$ cat src/rtl/quad_decoder.sv
// Quadrature receiver: synchronises and deglitches the A/B phases, decodes 4x,
// and accumulates a signed position with illegal-transition flagging.
module quad_decoder #(
  parameter int unsigned FILTER_LEN = 4,
  parameter int unsigned CNT_W      = 8,
  parameter bit          SATURATE   = 1'b1
) (
  input  logic                    CLK,
  input  logic                    Reset_n,
  input  logic                    quad_a,
  input  logic                    quad_b,
  input  logic                    clr,
  output logic signed [CNT_W-1:0] pos,
  output logic                    step,
  output logic                    dir,
  output logic                    err,
  output logic [7:0]              err_cnt
);

  localparam int unsigned FcW = (FILTER_LEN > 1) ? $clog2(FILTER_LEN) : 1;
  localparam logic [FcW-1:0] FcMax = FcW'(FILTER_LEN - 1);

  localparam logic signed [CNT_W-1:0] PosMax = {1'b0, {(CNT_W-1){1'b1}}};
  localparam logic signed [CNT_W-1:0] PosMin = {1'b1, {(CNT_W-1){1'b0}}};
  localparam logic signed [CNT_W-1:0] PosOne = CNT_W'(1);

  // Phase vectors are {A, B}: bit 1 is A, bit 0 is B.
  logic [1:0]     sync1_q, sync2_q;
  logic [FcW-1:0] fcnt_q [2];
  logic [FcW-1:0] fcnt_d [2];
  logic [1:0]     filt_q, filt_d;
  logic [1:0]     filt_prev_q;

  logic           primed_q, primed_d;
  logic [FcW-1:0] prime_cnt_q, prime_cnt_d;
  logic           quiet;

  logic signed [CNT_W-1:0] pos_q, pos_d;
  logic                    step_q, step_d;
  logic                    dir_q, dir_d;
  logic                    err_q, err_d;
  logic [7:0]              err_cnt_q, err_cnt_d;

  logic [1:0] idx_prev, idx_cur, delta;

  // Per-phase deglitch: a new level must persist FILTER_LEN cycles at sync2.
  always_comb begin
    filt_d = filt_q;
    for (int i = 0; i < 2; i++) begin
      fcnt_d[i] = '0;
      if (sync2_q[i] != filt_q[i]) begin
        if (fcnt_q[i] == FcMax) begin
          filt_d[i] = sync2_q[i];
        end else begin
          fcnt_d[i] = fcnt_q[i] + 1'b1;
        end
      end
    end
  end

  // Priming absorbs the first filtered level after reset without decoding it.
  always_comb begin
    primed_d    = primed_q;
    prime_cnt_d = prime_cnt_q;
    quiet       = (sync1_q == sync2_q) && (sync2_q == filt_q);
    if (!primed_q) begin
      if (filt_q != filt_prev_q) begin
        primed_d = 1'b1;
      end else if (quiet) begin
        if (prime_cnt_q == FcMax) begin
          primed_d = 1'b1;
        end else begin
          prime_cnt_d = prime_cnt_q + 1'b1;
        end
      end else begin
        prime_cnt_d = '0;
      end
    end
  end

  // Gray state mapped to its position in the forward cycle 00,10,11,01.
  always_comb begin
    idx_prev = {filt_prev_q[0], filt_prev_q[1] ^ filt_prev_q[0]};
    idx_cur  = {filt_q[0], filt_q[1] ^ filt_q[0]};
    delta    = idx_cur - idx_prev;
  end

  always_comb begin
    pos_d     = pos_q;
    step_d    = 1'b0;
    dir_d     = dir_q;
    err_d     = 1'b0;
    err_cnt_d = err_cnt_q;
    if (primed_q) begin
      unique case (delta)
        2'd1: begin
          step_d = 1'b1;
          dir_d  = 1'b1;
          pos_d  = (SATURATE && pos_q == PosMax) ? pos_q : pos_q + PosOne;
        end
        2'd3: begin
          step_d = 1'b1;
          dir_d  = 1'b0;
          pos_d  = (SATURATE && pos_q == PosMin) ? pos_q : pos_q - PosOne;
        end
        2'd2: begin
          err_d = 1'b1;
          if (err_cnt_q != 8'hff) begin
            err_cnt_d = err_cnt_q + 8'd1;
          end
        end
        default: ;
      endcase
    end
    if (clr) begin
      pos_d = '0;
    end
  end

  always_ff @(posedge CLK or negedge Reset_n) begin
    if (!Reset_n) begin
      sync1_q     <= '0;
      sync2_q     <= '0;
      fcnt_q[0]   <= '0;
      fcnt_q[1]   <= '0;
      filt_q      <= '0;
      filt_prev_q <= '0;
      primed_q    <= 1'b0;
      prime_cnt_q <= '0;
      pos_q       <= '0;
      step_q      <= 1'b0;
      dir_q       <= 1'b0;
      err_q       <= 1'b0;
      err_cnt_q   <= '0;
    end else begin
      sync1_q     <= {quad_a, quad_b};
      sync2_q     <= sync1_q;
      fcnt_q[0]   <= fcnt_d[0];
      fcnt_q[1]   <= fcnt_d[1];
      filt_q      <= filt_d;
      filt_prev_q <= filt_q;
      primed_q    <= primed_d;
      prime_cnt_q <= prime_cnt_d;
      pos_q       <= pos_d;
      step_q      <= step_d;
      dir_q       <= dir_d;
      err_q       <= err_d;
      err_cnt_q   <= err_cnt_d;
    end
  end

  assign pos     = pos_q;
  assign step    = step_q;
  assign dir     = dir_q;
  assign err     = err_q;
  assign err_cnt = err_cnt_q;

`ifndef SYNTHESIS
  step_err_exclusive: assert property (@(posedge CLK) disable iff (!Reset_n) !(step_q && err_q));
`endif

endmodule

$ cat config.mk
export PLATFORM = sky130hd
export DESIGN_NAME = quad_decoder
export DESIGN_NICKNAME = d
export VERILOG_FILES = /design/src/rtl/quad_decoder.sv
export SDC_FILE = /design/constraint.sdc
export NUM_CORES = 1
export LEC_CHECK = 0
export ABC_CLOCK_PERIOD_IN_PS = 2500
export CAP_MARGIN = 20
export CELL_PAD_IN_SITES_DETAIL_PLACEMENT = 0
export CELL_PAD_IN_SITES_GLOBAL_PLACEMENT = 2
export CORE_MARGIN = 2
export CORE_UTILIZATION = 32
export DETAILED_ROUTE_END_ITERATION = 12
export HOLD_SLACK_MARGIN = 0.15
export PLACE_DENSITY_LB_ADDON = 0.1
export SLEW_MARGIN = 0
export SYNTH_ARGS = -nofsm -noshare
export SYNTH_HDL_FRONTEND = slang
export SYNTH_SLANG_ARGS = --single-unit
$ cat constraint.sdc
create_clock -name CLK -period 2.5 [get_ports CLK]
set_input_delay 0.5 -clock CLK [delete_from_list [all_inputs] [get_ports CLK]]
set_output_delay 0.5 -clock CLK [all_outputs]
set_load 0.05 [all_outputs]
==> run metrics <==
outcome=finished, violations left; failing checks=setup timing; most common cell after layout, fill and taps aside=dfrtp_1; final wirelength=~3800 um; GR Overflow Total=0; fraction of registers with async set or reset after synthesis=between 90% and 100%; CTS clk-pin slew, worst paths=about 70 ps; Hold Crit Class=reg2reg; Final Hold Viols=0; CTS tree=yes; crit path kind=reg2reg; worst reg2reg path startpoint=filt_prev_q[0]$_DFF_PN0_; Post-DRT Antenna Nets=0; root buf cell=clkbuf_8; R2R Setup Slk=-70 ps; pins over their slew limit=0; Tot GR Track Use=approximately an eighth; reg2reg end=pos[7]$_DFFE_PN0P_; number of nets in the layout=roughly 220; Multi-input gate area=around 0.0010 sq mm; Skew-Pair Late Insertion Delay=between 200 and 300 ps; Gate Count Post-Synth=160; Least-Margin Pin Slew=between 500 and 600 ps; Avg WL per Cell=~14 um; most frequent cells in the layout=dfrtp_1 (34), clkdlybuf4s50_1 (23), buf_4 (18); row count=27; via total after detailed routing=~1400; antenna diode count=0; pin count of the biggest net entering global routing=35; share of the synthesized area in the top cell type=between 40% and 50%; kind of end point of the critical path=flip-flop; fin crit share=102.9%; min Tclk post-route=between 2000 and 3000 ps; Reg area=850.8 sq um; Total Neg Setup Slack=-71.95 ps; Worst Hold Path Cells=0; first-pass GRT wire length=6306 um; initial antenna violation count=0; commonest register cell after synthesis=dfrtp_1; Post-synth EDFFs=0; Ys Warns=0; Via density=4.957; hold path endpoint=sync2_q[0]$_DFF_PN0_; FF-to-FF path depth=11; pre-CTS WS=-129.8 ps; Worst setup SP type=flip-flop; layout overhead on the synthesized area=38.19%; die height=slightly below 80 um; Slew headroom=a little over three fifths; htree depth=2; synth unique cells=48; routability cong.=between 0.8 and 0.9; Achievable Freq=388.8 MHz; PortBufs=23; DRT Pass-1 Iters=4; DP HPWL=2576 um; total core area=~0.0055 sq mm; synth top area cells=dfrtp_1 (47%), ha_1 (6.3%), xnor2_1 (5.3%), xor2_1 (3.4%), nand2_1 (2.7%); clock sink count=34; Boundary Pins=24; Initial Util=around a third; share of post-route cells with drive strength above 1=29.41%; # DRC=0; fill count=about 530; DR iter-0 viols=63; HP Start=sync1_q[0]$_DFF_PN0_; Die ar.=0.006247 sq mm; Seq/Total Area, Yosys=between 40% and 50%; Avg Synthesized Cell Area=11.26 sq um; Worst Skew=just under 6 ps; max-cap violation count=0; CTS Hold Bufs=0; Syn Nets=174; CTS max path bufs=2; unrepaired setup endpoints after global routing=true; final setup fails=1; Req. time, crit path=~2700 ps; synthesized area=approximately 0.0018 sq mm; Seq cells post-synth=34; Num CTS Buffers=5; vias in the first global route=~1300; Die X=slightly below 80 um; dominant cell type by area after synthesis=dfrtp_1; Setup WS post-layout=-71.95 ps; Critical Path Fanout Max=4; WP data arrival=2740 ps
[routing by layer]
metal / GRT usage (%) / part of all wire [%] / vias to the layer above
li1: - / - / 664
met4: 5.517 / 1.8 / 0
met2: 20.25 / 47 / 29
met5: 0 / 0 / -
met3: 4.318 / 4.4 / 8
met1: 16.94 / 47 / 667
[state kept, by name (all words and copies together), names as in the netlist]
signal / flops
pos: 8
fcnt_q: 4
filt_q: 2
primed_q: 1
step: 1
filt_prev_q: 2
err: 1
sync1_q: 2
err_cnt: 8
dir: 1
prime_cnt_q: 2
sync2_q: 2
[layout make-up]
cell class,instances,share of cell area (%)
Tap cell,72,3.618
Inverter,3,0.6533
Clock buffer,6,3.317
Clock inverter,2,0.5025
Multi-Input combinational cell,116,41.81
Timing Repair Buffer,43,15.93
Sequential cell,34,34.17
[worst max-delay path: stages, from the launching register on]
cell and delay (ps):
dfrtp_1 400, xor2_1 160, ha_2 210, xor3_4 340
nand2b_4 140, inv_6 60, ha_4 240, a41o_1 230
nand4_1 100, a21oi_1 70, o21ai_1 150, mux2_2 350
[kinds of logic (layout without fill, tap and decap cells)]
kind of cell / Yosys count / count (layout) / synth area share, %
adder cells (fa/ha/maj): 9 / 9 / 6.250
XOR/XNOR: 20 / 20 / 11.60
multiplexers: 5 / 5 / 3.055
AO/OA/AOI/OAI: 29 / 29 / 12.99
flip-flops: 34 / 34 / 47.22
buffers and inverters: 10 / 54 / 2.777
AND/OR/NAND/NOR: 53 / 53 / 16.11
[cells in the mapped netlist (2+ instances only)]
| library cell | number |
|---|---|
| a21oi_1 | 5 |
| o21ai_0 | 3 |
| nor3_1 | 3 |
| o221ai_1 | 2 |
| nor2_1 | 11 |
| nand2b_1 | 3 |
| or3_1 | 2 |
| inv_1 | 3 |
| nor2_2 | 2 |
| xor2_1 | 7 |
| nor2b_1 | 4 |
| xnor2_1 | 11 |
| dfrtp_1 | 34 |
| nand4_1 | 3 |
| a211oi_1 | 5 |
| ha_1 | 9 |
| nand2_1 | 13 |
| nand3_1 | 3 |
| mux2_2 | 4 |
| and3_1 | 2 |
| clkbuf_1 | 4 |
[worst max path at each step]
| stage | startpoint | to | slack, ps | cells after the start |
|---|---|---|---|---|
| global route | filt_prev_q[0]$_DFF_PN0_ | pos[7]$_DFFE_PN0P_ | -200 | 11 |
| CTS | filt_q[0]$_DFFE_PN0P_ | pos[7]$_DFFE_PN0P_ | -90 | 11 |
| global placement | filt_q[0]$_DFFE_PN0P_ | pos[7]$_DFFE_PN0P_ | -110 | 11 |
| detailed placement | filt_q[1]$_DFFE_PN0P_ | pos[7]$_DFFE_PN0P_ | -130 | 10 |
| finish | filt_prev_q[0]$_DFF_PN0_ | pos[7]$_DFFE_PN0P_ | -70 | 11 |
| floorplan | filt_q[1]$_DFFE_PN0P_ | pos[7]$_DFFE_PN0P_ | -110 | 11 |
[stage by stage]
step           std cells  hold WS [ps]  utilization (%)  area, sq um
5_1_grt              276         433.6            45.50         2490
4_1_cts              269         411.1            42.41         2321
3_3_place_gp         260         380.6            40.49         2216
6_report             276         407.0            45.50         2490
2_1_floorplan        160         204.4                -         1846
3_5_place_dp         260         391.8            40.49         2216
[what timing repair did]
item	in CTS	in global routing
resized for setup	2	19
pin swaps	0	10
gates cloned	0	0
setup endpoints to repair	3	5
setup buffers	1	7
Power is not shown: default switching activity piles up to over one toggle a cycle in this logic, so the estimate is an artifact.
